**src/rtl/truth_table_pkg.sv**
```systemverilog
// Shared types and constants for the truth-table sweeper.
package truth_table_pkg;

  typedef enum logic [1:0] {
    ST_IDLE,
    ST_SETTLE,
    ST_SAMPLE,
    ST_DONE
  } sweep_state_t;

  localparam int SETTLE_W = 4;

  function automatic int last_index(input int n);
    return (1 << n) - 1;
  endfunction

endpackage

```
**src/rtl/sweep_settle_cnt.sv**
```systemverilog
// Loadable settle-time down-counter; zero flags the terminal count.
module sweep_settle_cnt
  import truth_table_pkg::*;
(
  input  logic                clk,
  input  logic                rst_n,
  input  logic                load,
  input  logic                en,
  input  logic [SETTLE_W-1:0] load_val,
  output logic                zero
);

  logic [SETTLE_W-1:0] count;

  always_ff @(posedge clk) begin
    if (!rst_n) begin
      count <= '0;
    end else if (load) begin
      count <= load_val;
    end else if (en && (count != '0)) begin
      count <= count - SETTLE_W'(1);
    end
  end

  assign zero = (count == '0);

endmodule

```
**src/rtl/truth_table_sweeper.sv**
```systemverilog
// Drives every input vector to a combinational network, samples its output
// after a settle time and compares the captured truth table with a golden one.
//
// state     | meaning
// ST_IDLE   | waiting for start_i, drive_o parked at 0
// ST_SETTLE | vector on drive_o, counting down settle cycles
// ST_SAMPLE | capture dut_out_i into table_o[index]
// ST_DONE   | done_o pulse, mismatch_o updated
module truth_table_sweeper
  import truth_table_pkg::*;
#(
  parameter int N_IN   = 3,
  parameter int SETTLE = 1
) (
  input  logic                 clk,
  input  logic                 rst_n,
  input  logic                 start_i,
  input  logic                 abort_i,
  input  logic                 dut_out_i,
  input  logic [2**N_IN-1:0]   expected_i,
  output logic [N_IN-1:0]      drive_o,
  output logic                 busy_o,
  output logic [2**N_IN-1:0]   table_o,
  output logic                 done_o,
  output logic                 mismatch_o
);

  localparam logic [N_IN-1:0]     LAST_IDX   = N_IN'(last_index(N_IN));
  localparam logic [SETTLE_W-1:0] SETTLE_VAL = SETTLE_W'(SETTLE);

  sweep_state_t    state;
  logic [N_IN-1:0] index;
  logic            cnt_load;
  logic            cnt_en;
  logic            cnt_zero;

  // Reload in IDLE and SAMPLE so every vector's settle window starts full.
  assign cnt_load = (state == ST_IDLE) || (state == ST_SAMPLE);
  assign cnt_en   = (state == ST_SETTLE);

  sweep_settle_cnt u_settle_cnt (
    .clk      (clk),
    .rst_n    (rst_n),
    .load     (cnt_load),
    .en       (cnt_en),
    .load_val (SETTLE_VAL),
    .zero     (cnt_zero)
  );

  always_ff @(posedge clk) begin
    if (!rst_n) begin
      state      <= ST_IDLE;
      index      <= '0;
      drive_o    <= '0;
      busy_o     <= 1'b0;
      table_o    <= '0;
      done_o     <= 1'b0;
      mismatch_o <= 1'b0;
    end else begin
      done_o <= 1'b0;
      case (state)
        ST_IDLE: begin
          index   <= '0;
          drive_o <= '0;
          busy_o  <= 1'b0;
          if (start_i) begin
            table_o    <= '0;
            mismatch_o <= 1'b0;
            busy_o     <= 1'b1;
            state      <= ST_SETTLE;
          end
        end
        ST_SETTLE: begin
          if (abort_i) begin
            drive_o <= '0;
            busy_o  <= 1'b0;
            state   <= ST_IDLE;
          end else if (cnt_zero) begin
            state <= ST_SAMPLE;
          end
        end
        ST_SAMPLE: begin
          if (abort_i) begin
            drive_o <= '0;
            busy_o  <= 1'b0;
            state   <= ST_IDLE;
          end else begin
            table_o[index] <= dut_out_i;
            if (index == LAST_IDX) begin
              busy_o <= 1'b0;
              done_o <= 1'b1;
              state  <= ST_DONE;
            end else begin
              index   <= index + N_IN'(1);
              drive_o <= index + N_IN'(1);
              state   <= ST_SETTLE;
            end
          end
        end
        ST_DONE: begin
          mismatch_o <= (table_o != expected_i);
          drive_o    <= '0;
          state      <= ST_IDLE;
        end
        default: begin
          state <= ST_IDLE;
        end
      endcase
    end
  end

endmodule
```
**config.mk**
```make
export PLATFORM = sky130hd
export DESIGN_NAME = truth_table_sweeper
export DESIGN_NICKNAME = d
export VERILOG_FILES = /design/src/rtl/truth_table_pkg.sv /design/src/rtl/sweep_settle_cnt.sv /design/src/rtl/truth_table_sweeper.sv
export SDC_FILE = /design/constraint.sdc
export NUM_CORES = 1
export LEC_CHECK = 0
export BUFFER_PORTS_ARGS = -buffer_cell sky130_fd_sc_hd__buf_2
export CAP_MARGIN = 20
export CORE_MARGIN = 10
export CORE_UTILIZATION = 54
export CTS_CLUSTER_SIZE = 24
export DETAILED_ROUTE_END_ITERATION = 7
export GPL_TIMING_DRIVEN = 0
export PLACE_DENSITY = 0.76
export SETUP_SLACK_MARGIN = 0.2
export SLEW_MARGIN = 10
export SYNTH_ARGS = -nofsm -noshare
export SYNTH_HDL_FRONTEND = slang
export SYNTH_SLANG_ARGS = --single-unit
```
**constraint.sdc**
```tcl
create_clock -name clk -period 2.4 [get_ports clk]
set_input_delay 0.24 -clock clk [delete_from_list [all_inputs] [get_ports clk]]
set_output_delay 0.24 -clock clk [all_outputs]
set_load 0.05 [all_outputs]
```
==> Yosys cells after proc, flatten, opt, wreduce, memory -nomap -nowiden <==
Index checks and enable logic that the tools add are counted.
Widths: inputs -> output; s select.
{ "op_classes": {"add_sub_neg": 2, "order_cmp": 2, "n_shift": 0, "bitwise_logic": 2, "n_reduce_logical": 19, "multipliers": 0, "div_mod_pow": 0, "eq_ne": 12, "muxes": 28} }
{ "op_table": {"columns": ["operator", "n"], "rows": [
  ["$mux 8", 2],
  ["$pmux 8 s2", 1],
  ["$mux 3", 4],
  ["$mux 2", 5],
  ["$mux 1", 9],
  ["$pmux 3 s3", 1],
  ["$reduce_and 3->1", 3],
  ["$bwmux 8", 1],
  ["$ne 2x2->1 const B", 4],
  ["$ne 8x8->1", 1],
  ["$pmux 2 s4", 1],
  ["$ne 3x3->1 const B", 2],
  ["$pmux 3 s2", 1],
  ["$reduce_and 2->1", 3],
  ["$reduce_bool 2->1", 3],
  ["$eq 2x2->1 const B", 2],
  ["$logic_not 4->1", 1],
  ["$lt 3x4->1 const B", 1],
  ["$reduce_bool 4->1", 1],
  ["$reduce_or 2->1", 2],
  ["$sub 4x1->4 const B", 1],
  ["$add 3x1->3 const B", 1],
  ["$demux 1 s3", 1],
  ["$eq 3x3->1 const B", 1],
  ["11 further kinds", 13]
]} }
{ "word_totals": {"mem_bits_rw": 0, "romBits": 0, "memories": 0, "elab_cells": 74, "out_inout_bits": 14, "latch_bits": 0, "register_bits": 23} }

==> Longest topological paths before layout <==
Gate-level depths: netlist of run 1.
{ "logic_depth": {"word_depth": 7, "ltp_mapped": 6, "mapped_depth_nobuf": 6} }

==> Hierarchy <==
From an unflattened synthesis of run 1, not the netlist that was laid out.
{ "unflattened": {"cells_unflattened": 164, "area_unflattened_um2": 1371.3} }
{ "modules_own_cells": {"columns": ["mod", "seq_area_each_um2", "cells_per_inst", "area_each_um2", "n_inst"], "rows": [
  ["truth_table_sweeper", 380.4, 133, 1114.8, 1],
  ["sweep_settle_cnt", 80.1, 31, 256.5, 1]
]} }

==> Least setup slack after synthesis of run 1 <==
No wires, ideal clock.
{ "synth_path": {"kind": "reg-to-reg", "start": "register index[1]", "end": "register index[0]", "arrival_time_ns": 1.454, "period_less_slack_ns": 1.582, "required_ns": 2.272, "path_stages_with_launch": 7, "n_path_buf": 0, "path_slack_ns": 0.818, "cell_sequence": "dfxtp_1 -> ha_1 -> ha_1 -> or3b_1 -> and3_1 -> a21oi_1 -> nor2_1"} }
{ "synth_via": {"elab_chain_cells": 3} }
{ "synth_lines": {"columns": ["element", "line", "text"], "rows": [
  ["from (decl)", "truth_table_sweeper.sv:32", "logic [N_IN-1:0] index;"],
  ["from (signal assigned)", "truth_table_sweeper.sv:94", "index <= index + N_IN'(1);"],
  ["$eq 3x3->1", "truth_table_sweeper.sv:89", "if (index == LAST_IDX) begin"],
  ["$ne 2x2->1 (no source line)", null, null],
  ["$reduce_and 3->1 (no source line)", null, null]
]} }
Every way passes these cells.
A chain may end at the register's enable or synchronous reset.

==> Worst setup path in the final report of run 1 <==
{ "layout_path": {"start": "register index[1]", "end": "register busy_o"} }
{ "layout_via": {"elab_chain_cells": 3} }
{ "layout_lines": {"columns": ["element", "line", "text"], "rows": [
  ["$eq 3x3->1", "truth_table_sweeper.sv:89", null],
  ["$ne 3x2->1 (no source line)", null, null],
  ["$reduce_and 3->1 (no source line)", null, null],
  ["to (signal assigned)", "truth_table_sweeper.sv:76", "busy_o <= 1'b0;"],
  ["to (signal assigned)", "truth_table_sweeper.sv:85", "busy_o <= 1'b0;"],
  ["to (signal assigned)", "truth_table_sweeper.sv:90", "busy_o <= 1'b0;"],
  ["to (decl)", "truth_table_sweeper.sv:22", "output logic busy_o,"]
]} }
Every way passes these cells.

==> results_dict.tcl, run 1 <==
set metrics [dict create \
    slew_viol_final 0 \
    yosys_warnings 0 \
    routedWlPerCell_um 13.4 \
    slowest_stage "dfxtp_1" \
    min_from "expected_i[2]" \
    die_h_um 67.9 \
    p_sw_share_pct 30.3 \
    setup_tns_ps 0 \
    post-route-drc-count 0 \
    cts_buffer_depth 2 \
    cts_tree "done" \
    start_util_pct 56.6 \
    r2r_cells 6 \
    multi_input_area_um2 737 \
    wirelength_mm 2.79 \
    grt_pass1_wl_mm 4.53 \
    num_vias 1147 \
    cts-htree-levels 1 \
    final_common_cell "buf_2" \
    final_cell_mix "buf_2 (27), dfxtp_1 (23), a21oi_1 (20)" \
    critical_path_class "reg -> reg" \
    crit_fanout 9 \
    worst_hold_path_type "in -> reg" \
    p_leak_nw 0.620 \
    diodes 0 \
    synth-edff-count 0 \
    synth-seq-cells 23 \
    synth.avg_cell_area_um2 8.27 \
    root_buffer "clkbuf_4" \
    n_fill_cell 213 \
    rsz0062_at_grt "false" \
    path_clk_slew_ps 120 \
    netSwitchingPower_mw 0.227 \
    grt-ovfl-total 0 \
    vias_per_cell 5.51 \
    regArea_um2 460 \
    setup_viol 0 \
    layout_min_cycle_time_ps 1740 \
    grt_use_total_pct 12.4 \
    clk_latency_ps 310 \
    synth.top_cell.area_share_pct 37.1 \
    nNetsFinal 203 \
    hold_end "mismatch_o$_SDFFE_PN0P_" \
    drive_above_1_share_pct 20.0 \
    fp.coreArea_um2 2190 \
    maxCapViolCount 0 \
    die_w_um 67.9 \
    area_growth_pct 15.4 \
    cts-resized-gates 0 \
    pin_count 27 \
    first_pass_iters 5 \
    finalHoldViolCount 0 \
    postCtsSetupBuffers 0 \
    yosys.area.top_type "dfxtp_1" \
    crit_required_ps 2650 \
    p_seq_share_pct 53.9 \
    power.total_mw 0.750 \
    ys_types 32 \
    syn_nets 172 \
    num_rows 17 \
    seq_area_frac_synth_pct 37.1 \
    peakVddDrop_mv 0.416 \
    synthCells 150 \
    path_cells "ha_1 -> ha_1 -> nand2b_1 -> a21oi_1 -> or4b_1 -> a21oi_1" \
    die-area_um2 4610 \
    synthTopCellsByArea "dfxtp_1 (37%), ha_1 (9.1%), a21oi_1 (8.1%), nand2_1 (5.1%), xnor2_1 (4.2%)" \
    grt_pass1_vias 1114 \
    finalWeightedCongestion 0.871 \
    antenna_found_initial 0 \
    reg2reg_slack_ps 660 \
    combPwrFrac_pct 23.1 \
    r2r_end "busy_o$_SDFFE_PN0P_" \
    crit_arrival_ps 1990 \
    synth_area_um2 1240 \
    worst_pin_slew_ps 438 \
    clkPwrFrac_pct 23.0 \
    async_flop_share_pct 0 \
    powerDensity_nw_per_um2 524 \
    grt_max_degree 13 \
    ant_nets 0 \
    fin_crit_sh_pct 72.5 \
    synth_ff_type "dfxtp_1" \
    cts.sinks 23 \
    fmax_ghz 0.574 \
    cts_buffers 3 \
    port_buffers 26 \
    cts_hold_buf 0 \
    critPathCaptureType "flop" \
    cp_slowest_stage_delay_ps 500 \
    finalClockSkew_ps 8.30 \
    dp_hpwl_mm 2.28 \
    start_kind "flop" \
    intPower_mw 0.523 \
    whs_path_depth 3 \
    maxSlewHeadroom_pct 70.8 \
    r2r-start "index[1]$_SDFFE_PN0P_" \
    drt_iter0_drc 38 \
    outcome "finished, final reports clean" \
]
## per-layer routing
layer / vias up / routed length [um] / track usage (%)
met5: - / 0 / 0
met4: 0 / 40 / 6.03
met3: 5 / 215 / 3.26
met2: 30 / 1380 / 22.0
met1: 527 / 1160 / 13.4
li1: 585 / - / -
## registers in the layout (all words and copies together) (netlist names)
name,count
drive_o,3
state,2
u_settle_cnt.count,4
done_o,1
table_o,8
mismatch_o,1
busy_o,1
index,3
## power groups by stage
stage / combinational [mW] / clock [mW] / sequential, mW
2_1_floorplan: 0.117 / 0 / 0.420
3_3_place_gp: 0.166 / 0 / 0.412
3_5_place_dp: 0.172 / 0 / 0.413
4_1_cts: 0.173 / 0.177 / 0.404
5_1_grt: 0.196 / 0.196 / 0.406
6_report: 0.173 / 0.173 / 0.404
## layout make-up
type | count | share of cell area (%)
multi-input combinational | 116 | 51.5
tap | 28 | 2.45
clock buffer | 4 | 1.84
inverter | 9 | 2.36
sequential | 23 | 32.2
buffer | 2 | 0.612
timing repair buffer | 26 | 9.09
## synth_stat cells (4+ instances only)
master    number
a21oi_1       20
inv_1          8
xnor2_1        6
nand2_1       17
ha_1           9
o21ai_1        4
xor2_1         5
dfxtp_1       23
nand2b_1       4
nor2_1        10
nand3_1        6
o21ai_0        7
## how the worst max path moves through the flow
| stage | to | depth (start not counted) | startpoint |
|---|---|---|---|
| 2_1_floorplan | index[0]$_SDFFE_PN0P_ | 6 | index[1]$_SDFFE_PN0P_ |
| 3_3_place_gp | busy_o$_SDFFE_PN0P_ | 6 | index[1]$_SDFFE_PN0P_ |
| 3_5_place_dp | busy_o$_SDFFE_PN0P_ | 6 | index[1]$_SDFFE_PN0P_ |
| 4_1_cts | busy_o$_SDFFE_PN0P_ | 6 | index[1]$_SDFFE_PN0P_ |
| 5_1_grt | busy_o$_SDFFE_PN0P_ | 6 | index[1]$_SDFFE_PN0P_ |
| 6_report | busy_o$_SDFFE_PN0P_ | 6 | index[1]$_SDFFE_PN0P_ |
## critical path, delay by kind of cell (launching register included)
family                   cells  cell delay, ps
AO/OA/AOI/OAI                2             220
adder cells (fa/ha/maj)      2             410
flip-flops                   1             500
AND/OR/NAND/NOR              2             560
## per-stage QoR
stage | hold WS [ps] | instances | area [um^2] | util, % | setup slack, ps
4_1_cts | 228 | 208 | 1430 | 65.3 | 653
2_1_floorplan | 378 | 150 | 1240 | - | 818
3_3_place_gp | 457 | 204 | 1410 | 64.1 | 716
3_5_place_dp | 470 | 204 | 1410 | 64.1 | 676
5_1_grt | 226 | 208 | 1430 | 65.3 | 503
6_report | 231 | 208 | 1430 | 65.3 | 659
## cells by family (layout without fill, tap and decap cells)
group	count (synthesis)	after routing	share of synthesized area (%)
simple gates	55	55	23.4
compound gates	39	39	17.6
flops	23	23	37.1
xor+xnor	11	11	7.77
buf+inv	11	41	3.43
fa+ha+maj	9	9	9.08
mux	2	2	1.61
(Power assumes the default switching activity.)
==> run 2, diff against run 1 <==
Settings changed: ABC_AREA from default to 1, PLACE_DENSITY 0.76 to 0.75.
Clock period 2.4 ns to 1.8 ns, I/O delays scaled along.
==> run 2 against run 1 <==
  * Clock power up 45%
  * Wire length up 9.8%
  * First-iteration DRC count up 120%
  * Total power up 79%
  * Largest power group unchanged
  * Critical path type unchanged
  * Flip-flop and latch count unchanged
  * Cell count up 36%
  * Register-to-register slack worse by 340 ps
==> results_dict.tcl, run 2 <==
set metrics [dict create \
    outcome "finished, final reports clean" \
    path_cells "inv_1 -> ha_1 -> inv_2 -> nor2_8 -> nor2_1 -> nand3_1 -> nor2_1 -> nor2_1" \
    fin_crit_sh_pct 82.2 \
    seq_area_frac_synth_pct 32.4 \
    yosys.area.top_type "dfxtp_1" \
    post-route-cell-area_um2 1640 \
    clk_latency_ps 320 \
    critPathMostFrequentCell "nor2_1" \
    die_w_um 71.3 \
    synthTopCellsByArea "dfxtp_1 (32%), nand2_1 (19%), nand3_1 (8.1%), ha_1 (7.9%), inv_1 (7.7%)" \
    cts.sinks 23 \
    finalHoldViolCount 0 \
    crit_fanout 5 \
    area_growth_pct 15.2 \
    die_h_um 71.3 \
    syn_nets 244 \
    worst_hold_path_type "in -> reg" \
    cp_slowest_stage_delay_ps 380 \
    antenna_found_initial 0 \
    port_buffers 26 \
    pre_cts_slack_ps 299 \
    setup_ws_ps 321 \
    crit_required_ps 2030 \
    setup_viol 0 \
    worst_pin_slew_ps 446 \
    nNetsFinal 275 \
    synth-seq-cells 23 \
    synth_area_um2 1420 \
    drt_iter0_drc 85 \
    ys_types 22 \
    setup_tns_ps 0 \
    slew_viol_final 0 \
    p_leak_nw 0.863 \
    cts_buffers 3 \
    fp.coreArea_um2 2500 \
    grt_max_degree 14 \
    async_flop_share_pct 0 \
    regMostFlops "table_o" \
    finalWeightedCongestion 0.867 \
    synth.avg_cell_area_um2 6.41 \
    routedWlPerCell_um 10.9 \
    num_vias 1362 \
    slowest_stage "dfxtp_2" \
    powerDensity_nw_per_um2 819 \
    crit_arrival_ps 1710 \
    yosys_warnings 0 \
    cts-htree-levels 1 \
    num_rows 18 \
    synthCells 222 \
    grt_pass1_vias 1236 \
    wirelength_mm 3.06 \
    synth-edff-count 0 \
    synth_common_cells "nand2_1 (71), inv_1 (29), dfxtp_1 (23), nand3_1 (23), nor2_1 (22)" \
    fmax_ghz 0.676 \
    fin_cells 282 \
    start_util_pct 56.9 \
    dp_cells 278 \
    peakVddDrop_mv 0.652 \
    rsz0062_at_grt "false" \
    diodes 0 \
    final_common_cell "nand2_1" \
    post-route-drc-count 0 \
    finalClockSkew_ps 2.50 \
    pin_count 27 \
    ant_nets 0 \
    largest_reg_flops 8 \
    final_util_pct 65.6 \
    synth.top_cell.area_share_pct 32.4 \
    cts_buffer_depth 2 \
    synth_most_common_cell "nand2_1" \
    root_buffer "clkbuf_4" \
    maxSlewHeadroom_pct 70.3 \
    critPathCaptureType "flop" \
    place_area_um2 1590 \
    final_cell_mix "nand2_1 (71), inv_1 (29), buf_2 (26)" \
    layout_min_cycle_time_ps 1480 \
    die-area_um2 5090 \
    grt-ovfl-total 0 \
    cts_tree "done" \
    synth_ff_type "dfxtp_1" \
    top_regs "table_o x8, u_settle_cnt.count x4" \
    vias_per_cell 4.83 \
    first_pass_iters 4 \
    dp_hpwl_mm 2.44 \
    path_clk_slew_ps 130 \
    grt_pass1_wl_mm 5.28 \
    drive_above_1_share_pct 20.6 \
    maxCapViolCount 0 \
    start_kind "flop" \
    critical_path_class "reg -> reg" \
    grt_use_total_pct 11.9 \
]
## run 2: cell count changes after synthesis, moves of 4 or more
cell,before,now
nand2_1,17,71
inv_1,8,29
nand3_1,6,23
nor2_1,10,22
inv_2,1,9
o21ai_0,7,2
xor2_1,5,0
nand2b_1,4,0
xnor2_1,6,2
## run 2: cell families after synthesis
logic type               share of synthesized area (%)
AND/OR/NAND/NOR                                   38.3
buffers and inverters                             11.1
AO/OA/AOI/OAI                                     9.06
adder cells (fa/ha/maj)                           7.92
flip-flops                                        32.4
XOR/XNOR                                          1.23
## run 2: per-layer routing
| layer | vias up | track usage, % | wire, um |
|---|---|---|---|
| met5 | - | 0 | 0 |
| met4 | 0 | 4.52 | 45 |
| met3 | 4 | 3.03 | 186 |
| met2 | 25 | 18.9 | 1370 |
| met1 | 586 | 15.0 | 1460 |
| li1 | 747 | - | - |
## run 2: worst paths after layout
path / from / end / slack, ps / cells past startpoint
max: state[0]$_SDFFE_PN0P_ / mismatch_o$_SDFFE_PN0P_ / 320 / 8
min: rst_n / state[1]$_SDFFE_PN0P_ / 130 / 3
max reg2reg: state[0]$_SDFFE_PN0P_ / mismatch_o$_SDFFE_PN0P_ / 320 / 8
min reg2reg: drive_o[1]$_SDFFE_PN0P_ / drive_o[1]$_SDFFE_PN0P_ / 470 / 2
## run 2: worst max-delay path, delay by kind of cell (launching register included)
| kind | cells | cell delay (ps) |
|---|---|---|
| adders and majority gates | 1 | 250 |
| buffers and inverters | 2 | 230 |
| DFF | 1 | 380 |
| and+or+nand+nor | 5 | 530 |
## run 2: repair_timing
action	CTS	global route
endpoints found under the setup margin	0	11
gates resized for setup	0	6
hold buffers	0	0
setup buffers	0	0
## run 2: where the power goes
group          total (mW)  internal, mW  leakage [nW]  switching (mW)
sequential          0.567         0.542         0.188          0.0248
combinational       0.526         0.179         0.658           0.348
clock               0.250        0.0834        0.0177           0.166
## run 2: through the flow
stage	hold slack, ps	total power, mW
final	132	1.34
after global routing	156	1.44
after CTS	135	1.32
after detailed placement	453	1.08
after global placement	451	1.07
after floorplan	300	0.971
## run 2: final cells by class
cell class	instances	area (um^2)
sequential	23	464
inverter	39	146
fill	246	861
tap	30	37.5
clock inverter	1	5.00
buffer	2	11.3
multi-input combinational	158	822
clock buffer	3	22.5
timing repair buffer	26	130
